`src/rtl/mvm_ctrl.sv`:
```
// mvm_ctrl: control sequencer for the crossbar MVM datapath.
// Walks every input row, skipping the read/calc/sum phases for zero activations.
module mvm_ctrl #(
   parameter int XBAR_SIZE = 16,
   parameter int CNT_BITS  = $clog2(XBAR_SIZE)
) (
   input  logic                clk,
   input  logic                reset,
   input  logic                start,
   input  logic                prog_req,
   input  logic                skip,
   output logic                get_ready,
   output logic                fetch,
   output logic                rd_en,
   output logic                calc,
   output logic                up_sum,
   output logic                prog_wt,
   output logic [CNT_BITS-1:0] counter,
   output logic                mvm_done,
   output logic                busy,
   output logic [CNT_BITS:0]   skip_cnt
);
   typedef enum logic [2:0] {IDLE, PROG, READY, FETCH, READ, CALC, UPSUM, DONE} state_t;
   state_t              r_state, w_next;
   logic [CNT_BITS-1:0] r_counter;
   logic [CNT_BITS:0]   r_skip_cnt;
   logic                w_last;
   assign w_last = r_counter == CNT_BITS'(XBAR_SIZE - 1);
   always_comb begin
      w_next = r_state;
      case (r_state)
         IDLE:    w_next = prog_req ? PROG : start ? READY : IDLE;
         PROG:    w_next = IDLE;
         READY:   w_next = FETCH;
         FETCH:   w_next = !skip ? READ : w_last ? DONE : FETCH;
         READ:    w_next = CALC;
         CALC:    w_next = UPSUM;
         UPSUM:   w_next = w_last ? DONE : FETCH;
         default: w_next = IDLE;
      endcase
   end
   always_ff @(posedge clk or posedge reset) begin
      if (reset) begin
         r_state    <= IDLE;
         r_counter  <= '0;
         r_skip_cnt <= '0;
      end else begin
         r_state <= w_next;
         if (r_state == READY) r_skip_cnt <= '0;
         else if (r_state == FETCH && skip) r_skip_cnt <= r_skip_cnt + 1'b1;
         // counter saturates at the last row; DONE/READY re-arm it for the next MVM
         if (r_state == READY || r_state == DONE) r_counter <= '0;
         else if (((r_state == FETCH && skip) || r_state == UPSUM) && !w_last) r_counter <= r_counter + 1'b1;
      end
   end
   assign prog_wt   = r_state == PROG;
   assign get_ready = r_state == READY;
   assign fetch     = r_state == FETCH;
   assign rd_en     = r_state == READ;
   assign calc      = r_state == CALC;
   assign up_sum    = r_state == UPSUM;
   assign mvm_done  = r_state == DONE;
   assign busy      = r_state != IDLE;
   assign counter   = r_counter;
   assign skip_cnt  = r_skip_cnt;
endmodule

```
`config.mk`:
```
export PLATFORM = sky130hd
export DESIGN_NAME = mvm_ctrl
export DESIGN_NICKNAME = d
export VERILOG_FILES = /design/src/rtl/mvm_ctrl.sv
export SDC_FILE = /design/constraint.sdc
export NUM_CORES = 1
export LEC_CHECK = 0
export ABC_AREA = 1
export ABC_CLOCK_PERIOD_IN_PS = 1750
export CORE_MARGIN = 5
export CORE_UTILIZATION = 49
export CTS_CLUSTER_DIAMETER = 80
export DETAILED_ROUTE_END_ITERATION = 12
export PLACE_DENSITY = 0.82
export REMOVE_ABC_BUFFERS = 1
export SYNTH_ARGS = -nofsm -noshare
export SYNTH_HDL_FRONTEND = slang
export SYNTH_SLANG_ARGS = --single-unit
```
`constraint.sdc`:
```
create_clock -name clk -period 1.75 [get_ports clk]
set_input_delay 0.175 -clock clk [delete_from_list [all_inputs] [get_ports clk]]
set_output_delay 0.175 -clock clk [all_outputs]
set_load 0.03 [all_outputs]
```
Yosys cells after proc, flatten, opt, wreduce, memory -nomap -nowiden
Cells that the tools add are included.
{ "totals": {"register_bits": 12, "input_bits": 5, "wordCells": 31} }
{ "classes": {"eq_ne": 8, "reduce_logical": 9, "add_sub_neg": 2, "n_mux": 9} }
{ "op_table": {"columns": ["cell", "count"], "rows": [
  ["$pmux W3 S6", 1],
  ["$eq A3 B3 Y1 const B", 4],
  ["$mux W5", 2],
  ["$mux W4", 2],
  ["$eq A3 B2 Y1 const B", 2],
  ["$mux W3", 2],
  ["$add A5 B1 Y5 const B", 1],
  ["$add A4 B1 Y4 const B", 1],
  ["$eq A4 B4 Y1 const B", 1],
  ["$mux W2", 2],
  ["$reduce_bool A2 Y1", 2],
  ["$eq A3 B1 Y1 const B", 1],
  ["$logic_not A3 Y1", 1],
  ["$reduce_bool A3 Y1", 1],
  ["$logic_and A1 B1 Y1", 2],
  ["$logic_or A1 B1 Y1", 2],
  ["$logic_not A1 Y1", 1]
]} }

Logic depth before layout (Yosys ltp)
{ "logic_depth": {"depth_word": 6, "ltp_mapped": 6, "ltp_nobuf": 6} }

Worst setup path after synthesis
Ideal clock, no wire load.
{ "synth_path": {"path_type": "register -> output", "start": "register r_state[1]", "end": "output prog_wt", "slack_ns": 0.376, "path_stages_with_launch": 3, "t_arrival_ns": 1.199, "path_cell_list": "dfrtp_1 buf_6 nor3_1"} }
{ "synth_via": {"elab_chain_cells": 1} }
{ "synth_lines": {"columns": ["item", "line", "text"], "rows": [
  ["from (decl)", "24", "state_t r_state, w_next;"],
  ["from (signal assigned)", "48", "r_state <= w_next;"],
  ["$eq A3 B1 Y1", "56", "assign prog_wt = r_state == PROG;"],
  ["to (decl)", "17", "output logic prog_wt,"]
]} }
No other way between the ends.

Worst setup path after layout
{ "layout_path": {"start": "register r_state[1]", "end": "output calc"} }
{ "layout_via": {"elab_chain_cells": 1} }
{ "layout_lines": {"columns": ["item", "line", "text"], "rows": [
  ["$eq A3 B3 Y1", "60", "assign calc = r_state == CALC;"],
  ["to (decl)", "15", "output logic calc,"]
]} }
No other way between the ends.

==> qor.csv <==
metric;value;unit
synth_area_per_cell;8.59;sq um
vias;692;
critPathRequiredTime;1.57;ns
swShare;49.9;%
die_x;49.5;microns
end_kind;output pin;
first_pass_iters;4;
rsz0062_at_grt;no;
antenna_found_initial;0;
skew;0.00379;ns
seq_area_frac_synth;39.3;%
track_usage;15.0;%
drt_iter0_drc;12;
cap_violations;0;
pwr-share-seq;30.9;%
detail-route-antenna-nets;0;
power_frac_comb;56.1;%
clock-sinks;12;
dp_hpwl;1310;microns
status;finished clean;
globalRouteMet3Util;2.41;%
grt_max_degree;13;
finalWirelength;1660;microns
io_buffer_count;21;
busiest_layer;met2;
post-route-drc-count;0;
initial_core_util;51.3;%
synth.ff_latch_count;12;
clock-root-buffer;clkbuf_4;
viasPerCell;5.24;
cts_tree;yes;
worstPathBufferInverterCount;3;
cellPowerDensity;1650;nW/um^2
dpl_cell_area;1000;sq um
coreArea;1490;sq um
gp_congestion;0.798;
crit_fanout;7;
wire_per_inst;12.5;microns
synth_edf_count;0;
start_kind;register;
switchingPower;848;uW
clockPowerShare;13.0;%
num_rows;14;
critPathArrivalTime;1.45;ns
timing.fmax;614;MHz
diodes;0;
num-fill-cells;125;
die-height;49.5;microns
relSlewSlack;69.1;%
total_power;1700;uW
ys_warn_count;0;
multi_input_area;395;sq um
final_util;69.2;%
p_leak;0.000555;uW
min_period_over_period;93.0;%
regArea;300;sq um
stdcell_area;1030;sq um
worstMarginPinSlew;0.464;ns
path_class;reg -> out;
use_met1;20.3;%
hp-class;in -> async;
synth_area;764;sq um
hold_viol;0;
cp_cell_sequence;inv_1 -> nand3_1 -> inv_1 -> dlygate4sd2_1;
timing.setup.tns;0;ns
clkTransAtPathRegs;0.08;ns
h-tree-depth;1;
cts_made_buffers;3;
critPathTopFamily;buffers and inverters;
fp.dieArea;2450;sq um
ios;22;
grt_use_met2;24.0;%
overflow;0;
ir_drop;1.11;mV
slew_violations;0;
synthCells;89;
synthArstFlopShare;100;%
syn_to_final_growth;34.7;%
crit_slowest_cell;dfrtp_1;
max_stage_delay;0.47;ns
yosysUniqueCellTypes;23;
p_int;850;uW
mostFrequentLayoutCells;17 x nand3_1, 17 x nand2_1, 13 x clkdlybuf4s50_1, 12 x dfrtp_1, 10 x inv_1;
grt_pass1_wl;2990;microns
synth-main-ff-cell;dfrtp_1;
cpMostUsedCell;inv_1;
finalSetupViolCount;0;
clockBufferDepth;2;
clk-insertion-delay-late;0.27;ns
drive_gt1_share;20.7;%
min_period;1.63;ns
grt_pass1_vias;691;
nets;124;
==> per-stage QoR <==
step           hold WS, ns  cells  worst slack (ns)
2_1_floorplan       0.0397     88             0.349
3_3_place_gp         0.518    128             0.168
3_5_place_dp         0.520    128             0.144
4_1_cts              0.220    132             0.113
5_1_grt              0.254    132            0.0284
6_report             0.203    132             0.122
==> flip-flops by register name, summed over array words and instances (netlist names) <==
name,cells
counter,4
skip_cnt,5
r_state,3
==> final timing paths <==
kind	from	to	slack [ns]	cells after the start
worst max-delay path	r_state[1]	calc	0.12	4
worst min-delay path	reset	counter[3]	0.20	2
worst max register to register	r_state[1]	counter[1]	0.45	6
worst min register to register	skip_cnt[4]	skip_cnt[4]	0.55	2
max in group asynchronous	reset	skip_cnt[2]	1.23	2
min in group clk	skip_cnt[4]	skip_cnt[4]	0.55	2
==> what timing repair did <==
action,4_1_cts,5_1_grt
buffers inserted,0,0
resized for setup,6,0
hold endpoints to repair,0,0
endpoints found under the setup margin,6,0
hold buffers,0,0
==> per-layer routing <==
layer  part of all wire, %  routed length, microns
met5                     0                       0
met4                   1.6                      27
met3                   5.4                      89
met1                    47                     776
met2                    46                     761
==> cell usage after synthesis, types with 2 or more instances <==
| library cell | n | area share, % |
|---|---|---|
| nand2_2 | 2 | 1.6 |
| nand2_1 | 17 | 8.3 |
| ha_1 | 2 | 3.3 |
| dfrtp_1 | 12 | 39 |
| nand3_1 | 17 | 11 |
| o21ai_2 | 2 | 2.3 |
| inv_2 | 2 | 0.98 |
| xor2_1 | 3 | 3.4 |
| nand2_4 | 2 | 2.9 |
| inv_1 | 10 | 4.9 |
| inv_4 | 2 | 1.6 |
| nand4_1 | 7 | 5.7 |
==> power by group through the flow <==
stage | sequential, uW | clock (uW) | combinational [uW]
3_3_place_gp | 523 | 0 | 979
4_1_cts | 525 | 224 | 960
5_1_grt | 546 | 240 | 1030
3_5_place_dp | 529 | 0 | 993
6_report | 525 | 220 | 953
2_1_floorplan | 632 | 0 | 523
==> kinds of logic (layout without fill, tap and decap cells) <==
kind of cell	Yosys count	count (layout)	share of synthesized area (%)
buffers and inverters	15	42	9.00
and+or+nand+nor	53	53	40.9
xor gates and xnor gates	3	3	3.44
DFF	12	12	39.3
adders and majority gates	2	2	3.27
AOI/OAI and AO/OA	4	4	4.09
==> layout make-up <==
type,count,share of cell area [%]
Multi-Input combinational cell,62,38.4
Timing Repair Buffer,24,21.4
Sequential cell,12,29.2
Tap cell,16,1.94
Inverter,14,5.59
Clock buffer,4,3.52
Note: power is estimated with default switching activity, not from simulation.
